File: config.mk
export PLATFORM = sky130hd
export DESIGN_NAME = code_breaker_param_flat
export DESIGN_NICKNAME = d
export VERILOG_FILES = /design/src/rtl/code_breaker_pkg.sv /design/src/rtl/code_breaker_param_if.sv /design/src/rtl/mm_scorer.sv /design/src/rtl/code_breaker_param.sv /design/src/flat_wrapper.sv
export SDC_FILE = /design/constraint.sdc
export NUM_CORES = 1
export LEC_CHECK = 0
export CORE_MARGIN = 3
export CORE_UTILIZATION = 30
export CTS_CLUSTER_SIZE = 24
export DETAILED_ROUTE_END_ITERATION = 10
export HOLD_SLACK_MARGIN = 0.03
export SLEW_MARGIN = 25
export SYNTH_ARGS = -nofsm -noshare
export SYNTH_HDL_FRONTEND = slang
export SYNTH_SLANG_ARGS = --single-unit
File: constraint.sdc
create_clock -name clk -period 2.9 [get_ports clk]
set_input_delay 0.725 -clock clk [delete_from_list [all_inputs] [get_ports clk]]
set_output_delay 0.725 -clock clk [all_outputs]
set_load 0.05 [all_outputs]
File: src/rtl/code_breaker_pkg.sv
// rtl/code_breaker_pkg.sv - shared states, blank symbol and width helper for the code breaker
package code_breaker_pkg;

   typedef enum logic [2:0] {
      IDLE,
      LIFE,
      TRY,
      SCORE,
      FEEDBACK,
      WIN,
      LOSE
   } state_t;

   // Symbol value reserved for an empty slot; never accepted as a guess symbol
   localparam int BLANK_SYM = 0;

   // Bits needed to hold a count from 0 to n inclusive
   function automatic int cnt_w(input int n);
      return (n < 1) ? 1 : $clog2(n + 1);
   endfunction

endpackage

File: src/rtl/code_breaker_param_if.sv
// rtl/code_breaker_param_if.sv - player/feedback signal bundle of the code breaker
interface code_breaker_param_if #(
   parameter int SYM_W    = 3,
   parameter int CODE_LEN = 4,
   parameter int LIVES    = 3,
   parameter int PTS_W    = 2,
   parameter int ROUND_W  = 2
);
   import code_breaker_pkg::*;

   localparam int CW = cnt_w(CODE_LEN);
   localparam int LW = cnt_w(LIVES);

   logic                      start;
   logic                      breaker_is_b;
   logic [SYM_W-1:0]          sym_in;
   logic                      enter_a;
   logic                      enter_b;
   logic                      del;
   logic [CODE_LEN*SYM_W-1:0] maker_code;
   logic [PTS_W-1:0]          init_pts_a;
   logic [PTS_W-1:0]          init_pts_b;
   logic [ROUND_W-1:0]        round_in;

   logic [CODE_LEN*SYM_W-1:0] guess_code;
   logic [CW-1:0]             exact_cnt;
   logic [CW-1:0]             partial_cnt;
   logic                      feedback_valid;
   logic [LW-1:0]             lives_left;
   logic [PTS_W-1:0]          pts_a;
   logic [PTS_W-1:0]          pts_b;
   logic [ROUND_W-1:0]        round_out;
   logic                      led_proc;
   logic                      code_maker;
   logic                      pick_a;
   logic                      pick_b;
   logic                      busy;

   modport master (
      output start, breaker_is_b, sym_in, enter_a, enter_b, del,
             maker_code, init_pts_a, init_pts_b, round_in,
      input  guess_code, exact_cnt, partial_cnt, feedback_valid, lives_left,
             pts_a, pts_b, round_out, led_proc, code_maker, pick_a, pick_b, busy
   );

   modport slave (
      input  start, breaker_is_b, sym_in, enter_a, enter_b, del,
             maker_code, init_pts_a, init_pts_b, round_in,
      output guess_code, exact_cnt, partial_cnt, feedback_valid, lives_left,
             pts_a, pts_b, round_out, led_proc, code_maker, pick_a, pick_b, busy
   );

endinterface

File: src/rtl/mm_scorer.sv
// rtl/mm_scorer.sv - sequential exact/partial Mastermind scorer, one guess slot per cycle
module mm_scorer
   import code_breaker_pkg::*;
#(
   parameter int SYM_W    = 3,
   parameter int CODE_LEN = 4
) (
   input  logic                      clk,
   input  logic                      reset,
   input  logic                      clear,
   input  logic                      start,
   input  logic [CODE_LEN*SYM_W-1:0] maker,
   input  logic [CODE_LEN*SYM_W-1:0] guess,
   output logic [cnt_w(CODE_LEN)-1:0] exact_cnt,
   output logic [cnt_w(CODE_LEN)-1:0] partial_cnt,
   output logic                      done
);

   localparam int CW = cnt_w(CODE_LEN);
   localparam int IW = (CODE_LEN > 1) ? $clog2(CODE_LEN) : 1;

   logic [SYM_W-1:0]    m_sym [CODE_LEN];
   logic [SYM_W-1:0]    g_sym [CODE_LEN];
   logic [CODE_LEN-1:0] eq_mask;
   logic [CW-1:0]       exact_num;

   logic                run;
   logic [IW-1:0]       idx;
   logic [CODE_LEN-1:0] gm_q;
   logic [CODE_LEN-1:0] mm_q;
   logic [CW-1:0]       exact_q;
   logic [CW-1:0]       partial_q;

   logic                active;
   logic                last;
   logic                hit;
   logic [IW-1:0]       cur_idx;
   logic [CODE_LEN-1:0] gmask;
   logic [CODE_LEN-1:0] mmask;
   logic [CODE_LEN-1:0] mm_next;
   logic [CW-1:0]       base_p;

   // Split both codes into slots (slot 0 in the MSBs) and find exact matches
   always_comb begin
      exact_num = '0;
      for (int k = 0; k < CODE_LEN; k++) begin
         m_sym[k]   = maker[(CODE_LEN-1-k)*SYM_W +: SYM_W];
         g_sym[k]   = guess[(CODE_LEN-1-k)*SYM_W +: SYM_W];
         eq_mask[k] = (m_sym[k] == g_sym[k]);
         exact_num  = exact_num + CW'(eq_mask[k]);
      end
   end

   // The start cycle works from the fresh exact mask; later cycles from the stored masks
   always_comb begin
      active  = start | run;
      cur_idx = start ? '0 : idx;
      gmask   = start ? eq_mask : gm_q;
      mmask   = start ? eq_mask : mm_q;
      base_p  = start ? '0 : partial_q;
      last    = (cur_idx == IW'(CODE_LEN - 1));
      hit     = 1'b0;
      mm_next = mmask;
      for (int k = 0; k < CODE_LEN; k++) begin
         if (!hit && !gmask[cur_idx] && !mmask[k] && (m_sym[k] == g_sym[cur_idx])) begin
            hit        = 1'b1;
            mm_next[k] = 1'b1;
         end
      end
      done = active & last;
   end

   // Slot walk: claim the lowest free maker slot for each non-exact guess slot
   always_ff @(posedge clk) begin
      if (reset || clear) begin
         run       <= 1'b0;
         idx       <= '0;
         gm_q      <= '0;
         mm_q      <= '0;
         exact_q   <= '0;
         partial_q <= '0;
      end else if (active) begin
         idx       <= cur_idx + IW'(1);
         run       <= !last;
         gm_q      <= gmask;
         mm_q      <= mm_next;
         partial_q <= base_p + CW'(hit);
         if (start) begin
            exact_q <= exact_num;
         end
      end
   end

   assign exact_cnt   = exact_q;
   assign partial_cnt = partial_q;

endmodule

File: src/rtl/code_breaker_param.sv
// rtl/code_breaker_param.sv - two-player Mastermind breaker round controller
module code_breaker_param
   import code_breaker_pkg::*;
#(
   parameter int SYM_W    = 3,
   parameter int CODE_LEN = 4,
   parameter int LIVES    = 3,
   parameter int HOLD_CYC = 4,
   parameter int PTS_W    = 2,
   parameter int ROUND_W  = 2
) (
   input  logic               clk,
   input  logic               reset,
   code_breaker_param_if.slave bus
);

   localparam int CW = cnt_w(CODE_LEN);
   localparam int LW = cnt_w(LIVES);
   localparam int TW = cnt_w(HOLD_CYC);

   state_t                    state;
   state_t                    next;
   logic [TW-1:0]             timer;
   logic                      breaker_b;
   logic [CODE_LEN*SYM_W-1:0] guess;
   logic [CW-1:0]             count;
   logic [LW-1:0]             lives;
   logic [PTS_W-1:0]          pts_a_q;
   logic [PTS_W-1:0]          pts_b_q;
   logic [ROUND_W-1:0]        round_q;

   logic                      enter_act;
   logic                      hold_done;
   logic                      first_cyc;
   logic                      all_exact;
   logic                      sc_start;
   logic                      sc_done;
   logic                      sc_clear;
   logic [CW-1:0]             exact;
   logic [CW-1:0]             partial;
   logic                      led;
   logic                      fb_valid;
   logic                      handover;
   logic                      sel_a;
   logic                      sel_b;

   assign enter_act = breaker_b ? bus.enter_b : bus.enter_a;
   assign hold_done = (timer == TW'(HOLD_CYC - 1));
   assign first_cyc = (timer == '0);
   assign all_exact = (exact == CW'(CODE_LEN));
   assign sc_clear  = (state == IDLE);

   mm_scorer #(
      .SYM_W    (SYM_W),
      .CODE_LEN (CODE_LEN)
   ) u_scorer (
      .clk         (clk),
      .reset       (reset),
      .clear       (sc_clear),
      .start       (sc_start),
      .maker       (bus.maker_code),
      .guess       (guess),
      .exact_cnt   (exact),
      .partial_cnt (partial),
      .done        (sc_done)
   );

   // State register; the timer restarts on every state change
   always_ff @(posedge clk) begin
      if (reset) begin
         state <= IDLE;
         timer <= '0;
      end else begin
         state <= next;
         timer <= (next != state) ? '0 : timer + TW'(1);
      end
   end

   // Next-state and per-state strobes
   always_comb begin
      next     = state;
      led      = 1'b0;
      fb_valid = 1'b0;
      handover = 1'b0;
      sel_a    = 1'b0;
      sel_b    = 1'b0;
      sc_start = 1'b0;
      case (state)
         IDLE:     if (bus.start) next = LIFE;
         LIFE:     if (hold_done) next = TRY;
         TRY:      if (count == CW'(CODE_LEN)) next = SCORE;
         SCORE: begin
            sc_start = first_cyc;
            if (sc_done) next = FEEDBACK;
         end
         FEEDBACK: begin
            led      = 1'b1;
            fb_valid = 1'b1;
            if (all_exact)             next = WIN;
            else if (lives == LW'(1))  next = LOSE;
            else                       next = LIFE;
         end
         WIN: begin
            led = 1'b1;
            if (first_cyc) begin
               handover = 1'b1;
               sel_a    = !breaker_b;
               sel_b    = breaker_b;
            end
            if (hold_done) next = IDLE;
         end
         LOSE: begin
            if (first_cyc) begin
               handover = 1'b1;
               sel_a    = breaker_b;
               sel_b    = !breaker_b;
            end
            if (hold_done) next = IDLE;
         end
         default:  next = IDLE;
      endcase
   end

   // Guess entry, lives, scores and round bookkeeping
   always_ff @(posedge clk) begin
      if (reset) begin
         breaker_b <= 1'b0;
         guess     <= '0;
         count     <= '0;
         lives     <= '0;
         pts_a_q   <= '0;
         pts_b_q   <= '0;
         round_q   <= '0;
      end else begin
         case (state)
            IDLE: begin
               lives   <= LW'(LIVES);
               guess   <= '0;
               count   <= '0;
               pts_a_q <= bus.init_pts_a;
               pts_b_q <= bus.init_pts_b;
               round_q <= bus.round_in;
               if (bus.start) breaker_b <= bus.breaker_is_b;
            end
            LIFE: begin
               guess <= '0;
               count <= '0;
            end
            TRY: begin
               if (count != CW'(CODE_LEN)) begin
                  if (bus.del) begin
                     if (count != '0) begin
                        guess <= guess >> SYM_W;
                        count <= count - CW'(1);
                     end
                  end else if (enter_act && (bus.sym_in != SYM_W'(BLANK_SYM))) begin
                     guess <= {guess[(CODE_LEN-1)*SYM_W-1:0], bus.sym_in};
                     count <= count + CW'(1);
                  end
               end
            end
            FEEDBACK: if (!all_exact) lives <= lives - LW'(1);
            WIN, LOSE: begin
               if (first_cyc) begin
                  round_q <= round_q + ROUND_W'(1);
                  if (sel_a && (pts_a_q != '1)) pts_a_q <= pts_a_q + PTS_W'(1);
                  if (sel_b && (pts_b_q != '1)) pts_b_q <= pts_b_q + PTS_W'(1);
               end
            end
            default: ;
         endcase
      end
   end

   assign bus.guess_code     = guess;
   assign bus.exact_cnt      = exact;
   assign bus.partial_cnt    = partial;
   assign bus.feedback_valid = fb_valid;
   assign bus.lives_left     = lives;
   assign bus.pts_a          = pts_a_q;
   assign bus.pts_b          = pts_b_q;
   assign bus.round_out      = round_q;
   assign bus.led_proc       = led;
   assign bus.code_maker     = handover;
   assign bus.pick_a         = sel_a;
   assign bus.pick_b         = sel_b;
   assign bus.busy           = (state != IDLE);

endmodule

File: src/flat_wrapper.sv
// flat-port wrapper written by rule: the top's interface ports become plain ports
module code_breaker_param_flat import code_breaker_pkg::*;
#(
   parameter int SYM_W    = 3,
   parameter int CODE_LEN = 4,
   parameter int LIVES    = 3,
   parameter int HOLD_CYC = 4,
   parameter int PTS_W    = 2,
   parameter int ROUND_W  = 2
)
  (clk, reset, bus_start, bus_breaker_is_b, bus_sym_in, bus_enter_a, bus_enter_b, bus_del, bus_maker_code, bus_init_pts_a, bus_init_pts_b, bus_round_in, bus_guess_code, bus_exact_cnt, bus_partial_cnt, bus_feedback_valid, bus_lives_left, bus_pts_a, bus_pts_b, bus_round_out, bus_led_proc, bus_code_maker, bus_pick_a, bus_pick_b, bus_busy);
  code_breaker_param_if #(.SYM_W(SYM_W), .CODE_LEN(CODE_LEN), .LIVES(LIVES), .PTS_W(PTS_W), .ROUND_W(ROUND_W)) bus_i ();
  input  logic clk;
  input  logic reset;
  input wire logic [$bits(bus_i.start)-1:0] bus_start;
  input wire logic [$bits(bus_i.breaker_is_b)-1:0] bus_breaker_is_b;
  input wire logic [$bits(bus_i.sym_in)-1:0] bus_sym_in;
  input wire logic [$bits(bus_i.enter_a)-1:0] bus_enter_a;
  input wire logic [$bits(bus_i.enter_b)-1:0] bus_enter_b;
  input wire logic [$bits(bus_i.del)-1:0] bus_del;
  input wire logic [$bits(bus_i.maker_code)-1:0] bus_maker_code;
  input wire logic [$bits(bus_i.init_pts_a)-1:0] bus_init_pts_a;
  input wire logic [$bits(bus_i.init_pts_b)-1:0] bus_init_pts_b;
  input wire logic [$bits(bus_i.round_in)-1:0] bus_round_in;
  output wire logic [$bits(bus_i.guess_code)-1:0] bus_guess_code;
  output wire logic [$bits(bus_i.exact_cnt)-1:0] bus_exact_cnt;
  output wire logic [$bits(bus_i.partial_cnt)-1:0] bus_partial_cnt;
  output wire logic [$bits(bus_i.feedback_valid)-1:0] bus_feedback_valid;
  output wire logic [$bits(bus_i.lives_left)-1:0] bus_lives_left;
  output wire logic [$bits(bus_i.pts_a)-1:0] bus_pts_a;
  output wire logic [$bits(bus_i.pts_b)-1:0] bus_pts_b;
  output wire logic [$bits(bus_i.round_out)-1:0] bus_round_out;
  output wire logic [$bits(bus_i.led_proc)-1:0] bus_led_proc;
  output wire logic [$bits(bus_i.code_maker)-1:0] bus_code_maker;
  output wire logic [$bits(bus_i.pick_a)-1:0] bus_pick_a;
  output wire logic [$bits(bus_i.pick_b)-1:0] bus_pick_b;
  output wire logic [$bits(bus_i.busy)-1:0] bus_busy;
  assign bus_i.start = bus_start;
  assign bus_i.breaker_is_b = bus_breaker_is_b;
  assign bus_i.sym_in = bus_sym_in;
  assign bus_i.enter_a = bus_enter_a;
  assign bus_i.enter_b = bus_enter_b;
  assign bus_i.del = bus_del;
  assign bus_i.maker_code = bus_maker_code;
  assign bus_i.init_pts_a = bus_init_pts_a;
  assign bus_i.init_pts_b = bus_init_pts_b;
  assign bus_i.round_in = bus_round_in;
  assign bus_guess_code = bus_i.guess_code;
  assign bus_exact_cnt = bus_i.exact_cnt;
  assign bus_partial_cnt = bus_i.partial_cnt;
  assign bus_feedback_valid = bus_i.feedback_valid;
  assign bus_lives_left = bus_i.lives_left;
  assign bus_pts_a = bus_i.pts_a;
  assign bus_pts_b = bus_i.pts_b;
  assign bus_round_out = bus_i.round_out;
  assign bus_led_proc = bus_i.led_proc;
  assign bus_code_maker = bus_i.code_maker;
  assign bus_pick_a = bus_i.pick_a;
  assign bus_pick_b = bus_i.pick_b;
  assign bus_busy = bus_i.busy;
  code_breaker_param #(.SYM_W(SYM_W), .CODE_LEN(CODE_LEN), .LIVES(LIVES), .HOLD_CYC(HOLD_CYC), .PTS_W(PTS_W), .ROUND_W(ROUND_W)) u_core (.clk(clk), .reset(reset), .bus(bus_i));
endmodule
==> flow_metrics.py <==
metrics = {
    "clock_network": {
        "cts.path.max_buffers": 2,
        "clock_sinks": 47,
        "cts_tree": "built",
        "clk_pin_slew_worst_paths_ns": 0.09,
        "clk_latency_ns": 0.30,
        "cts_buffers": 5,
        "htreeDepth": 2,
        "clock-root-buffer": "clkbuf_8",
        "cts-hold-fix-buffers": 0,
    },
    "synthesis": {
        "syn-mean-instance-area_um2": 8.11,
        "postSynthCellCount": 384,
        "yosysUniqueCellTypes": 57,
        "yosys_warnings": 0,
        "syn_area_um2": 3120,
        "synth-edff-count": 0,
        "synth_fp_nets": 425,
        "seq_area_frac_synth": 0.302,
        "ys.flop_type": "dfxtp_1",
        "synth_mux_area_frac": 0.126,
        "synthXorXnorAreaFrac": 0.0562,
        "asyncSetResetFlopFracSynth": 0,
        "synth_top_family_by_area": "simple AND/OR/NAND/NOR gates",
        "yosys_register_bits": 47,
        "post_synth_fa_ha_maj_area_fraction": 0.0570,
        "synth_compound_gate_area_share": 0.176,
        "synth-simple-area-share": 0.233,
    },
    "worst_setup_path": {
        "crit_fanout": 4,
        "critical_path_class": "in2reg",
        "end_kind": "flip-flop",
        "cp_cell_sequence": "clkdlybuf4s50_1 -> xnor2_1 -> nand3_2 -> a21oi_1 -> a221oi_1 -> and4_1 -> nor3_2 -> nand2_1 -> ha_1 -> ha_1 -> a22oi_2 -> nor2_1",
        "cp_num_buf_inv": 1,
        "crit_family": "simple AND/OR/NAND/NOR gates",
        "crit_path_start_kind": "primary input",
        "cp_slowest_cell": "clkdlybuf4s50_1",
        "arrival_ns": 2.96,
        "max_stage_delay_ns": 0.49,
        "required_ns": 3.09,
        "critical_path.most_common_cell": "ha_1",
    },
    "power_and_ir_drop": {
        "ir_worst_vdd_v": 0.000161,
        "combPwrFrac": 0.202,
        "sw_frac_of_total": 0.284,
        "power.switching_uw": 380,
        "internal_power_uw": 956,
        "powerDensity_nw_per_um2": 303,
        "seqPwrFrac": 0.501,
        "p_leak_nw": 1.78,
        "power_mw": 1.34,
        "p_clk_frac": 0.297,
    },
    "route": {
        "wl_per_cell_um": 14.4,
        "via_per_inst": 4.94,
        "drc_errors": 0,
        "num_vias": 3016,
        "dr.first_iter.drc_count": 110,
        "postRouteAntennaNets": 0,
        "routed_wl_um": 8800,
        "drt_pass1_iterations": 4,
    },
    "run_status": {
        "status": "complete, no violations",
    },
    "timing": {
        "finClkSkew_ns": 0.0110,
        "maxSlewViolCount": 0,
        "hold_viol": 0,
        "setup-violations-final": 0,
        "post-route-period-util": 0.957,
        "period_minus_slack_ns": 2.77,
        "worstMarginPinSlew_ns": 0.641,
        "fmax_ghz": 0.360,
        "max_slew_margin": 0.572,
    },
    "place": {
        "hpwlAfterDp_um": 6790,
        "place_congestion": 0.940,
        "io_buffers": 59,
        "placed_cells": 599,
    },
    "floorplanning": {
        "num_rows": 36,
        "start_util": 0.313,
        "core-area_um2": 9950,
        "ios": 60,
        "die_y_um": 108,
        "die_w_um": 108,
        "design.die.area_um2": 11600,
    },
    "global_routing": {
        "grt_pass1_vias": 2954,
        "antenna_found_initial": 0,
        "globalRouteTotalUtil": 0.150,
        "grt_pass1_wl_um": 14100,
        "overflow": 0,
        "grt_max_degree": 29,
    },
    "finish": {
        "stdcell_count": 611,
        "syn_to_final_growth_pct": 41.4,
        "nets": 518,
        "drive_gt1_frac": 0.199,
        "antenna_cells": 0,
    },
    "worst_hold_path": {
        "hold_class": "reg2reg",
    },
    "job": {
        "cap_violations": 0,
    },
}
## state kept, by name (all words and copies together) (netlist names)
name,cells
u_core.bus.guess_code,12
u_core.u_scorer.gm_q,4
u_core.count,3
u_core.timer,3
u_core.bus.round_out,2
u_core.breaker_b,1
u_core.bus.pts_a,2
u_core.bus.lives_left,2
u_core.u_scorer.exact_cnt,3
u_core.state,3
u_core.u_scorer.mm_q,4
u_core.u_scorer.partial_cnt,3
u_core.u_scorer.idx,2
u_core.bus.pts_b,2
u_core.u_scorer.run,1
## tightest hold or removal path: cells and delay by family (launching register included)
kind / cells / cell delay [ns]
flops: 1 / 0.32
simple gates: 1 / 0.05
compound gates: 1 / 0.05
## cells in the final DEF, fill, tap and decap left out, drive strengths merged, types with 10 or more instances in the layout
cell / instances
nand3: 12
nor3: 10
mux2i: 29
o21ai: 16
clkdlybuf4s50: 52
nor2: 57
ha: 11
dfxtp: 47
a21oi: 28
nand2: 29
xnor2: 11
buf: 50
inv: 18
## final cells by class
type,count,area (um^2)
Inverter,18,67.6
Clock inverter,1,5.00
Multi-Input combinational cell,299,2150
Tap cell,133,166
Clock buffer,7,76.3
Sequential cell,47,943
Timing Repair Buffer,106,1000
Fill cell,1010,5550
## cells by family (layout without fill, tap and decap cells)
kind of cell / Yosys count / after routing
buffers and inverters: 38 / 132
and+or+nand+nor: 147 / 147
muxes: 37 / 37
adders and majority gates: 13 / 13
DFF: 47 / 47
AOI/OAI and AO/OA: 82 / 82
xor gates and xnor gates: 20 / 20
## power groups by stage
stage / clock [mW] / combinational, mW / sequential (mW)
after floorplan: 0 / 0.114 / 0.712
after global placement: 0 / 0.258 / 0.684
after detailed placement: 0 / 0.260 / 0.685
after CTS: 0.412 / 0.261 / 0.669
after global routing: 0.432 / 0.295 / 0.672
final: 0.397 / 0.269 / 0.669
## per-layer routing
metal | vias up | global-route usage | part of all wire
met5 | - | 0 | 0
met4 | 0 | 0.0397 | 0.012
met3 | 9 | 0.0300 | 0.034
met2 | 52 | 0.261 | 0.50
met1 | 1421 | 0.189 | 0.45
li1 | 1534 | - | -
## cell usage after synthesis, types with 2 or more instances
master / n / area [um^2]
a311oi_1: 2 / 17.5
o21a_1: 2 / 15.0
o22a_1: 2 / 17.5
clkbuf_1: 14 / 52.6
dfxtp_1: 47 / 941
xnor2_1: 11 / 96.3
mux2i_1: 29 / 290
o21ai_1: 2 / 10.0
nor3_1: 10 / 50.1
o211ai_1: 4 / 30.0
a21oi_1: 27 / 135
a211oi_1: 4 / 30.0
buf_1: 2 / 7.51
nand2_1: 28 / 105
mux2_2: 7 / 78.8
a22oi_1: 3 / 22.5
xor2_1: 9 / 78.8
o21ai_0: 14 / 70.1
fa_1: 2 / 40.0
ha_1: 11 / 138
o31a_1: 2 / 17.5
nand3b_1: 2 / 15.0
nand2b_1: 8 / 50.1
nand3_1: 12 / 60.1
a31oi_1: 6 / 37.5
nor2_1: 57 / 214
or2_2: 2 / 12.5
o2bb2ai_1: 2 / 17.5
nor3b_1: 5 / 37.5
and2_1: 7 / 43.8
nor2b_1: 4 / 25.0
buf_2: 2 / 10.0
and3_1: 2 / 12.5
inv_1: 18 / 67.6
a221oi_1: 2 / 17.5
nand4b_1: 2 / 17.5
## repair_timing
item	CTS	global route
buffers inserted	0	4
resized for setup	0	32
endpoints found under the setup margin	0	3
## metrics by stage
stage          hold WS [ns]  worst slack [ns]  setup TNS (ns)  instance area [um^2]  utilization
2_1_floorplan         0.433             0.188               0                  3120            -
3_3_place_gp          0.444            -0.240          -0.531                  4150        0.417
3_5_place_dp          0.457            -0.328          -0.874                  4150        0.417
4_1_cts               0.470           0.00136               0                  4230        0.425
5_1_grt               0.489           -0.0349         -0.0424                  4400        0.442
6_report              0.463             0.125               0                  4400        0.442
## final timing paths
kind / startpoint / end / slack, ns / cells past startpoint
setup reg to reg: u_core.timer[0] / u_core.u_scorer.partial_cnt[1] / 0.14 / 13
hold / removal: u_core.u_scorer.gm_q[2] / u_core.u_scorer.gm_q[2] / 0.46 / 2
hold reg to reg: u_core.u_scorer.gm_q[2] / u_core.u_scorer.gm_q[2] / 0.46 / 2
setup / recovery: bus_maker_code[11] / u_core.u_scorer.partial_cnt[1] / 0.13 / 12
Power figures use the tool's default switching activity.
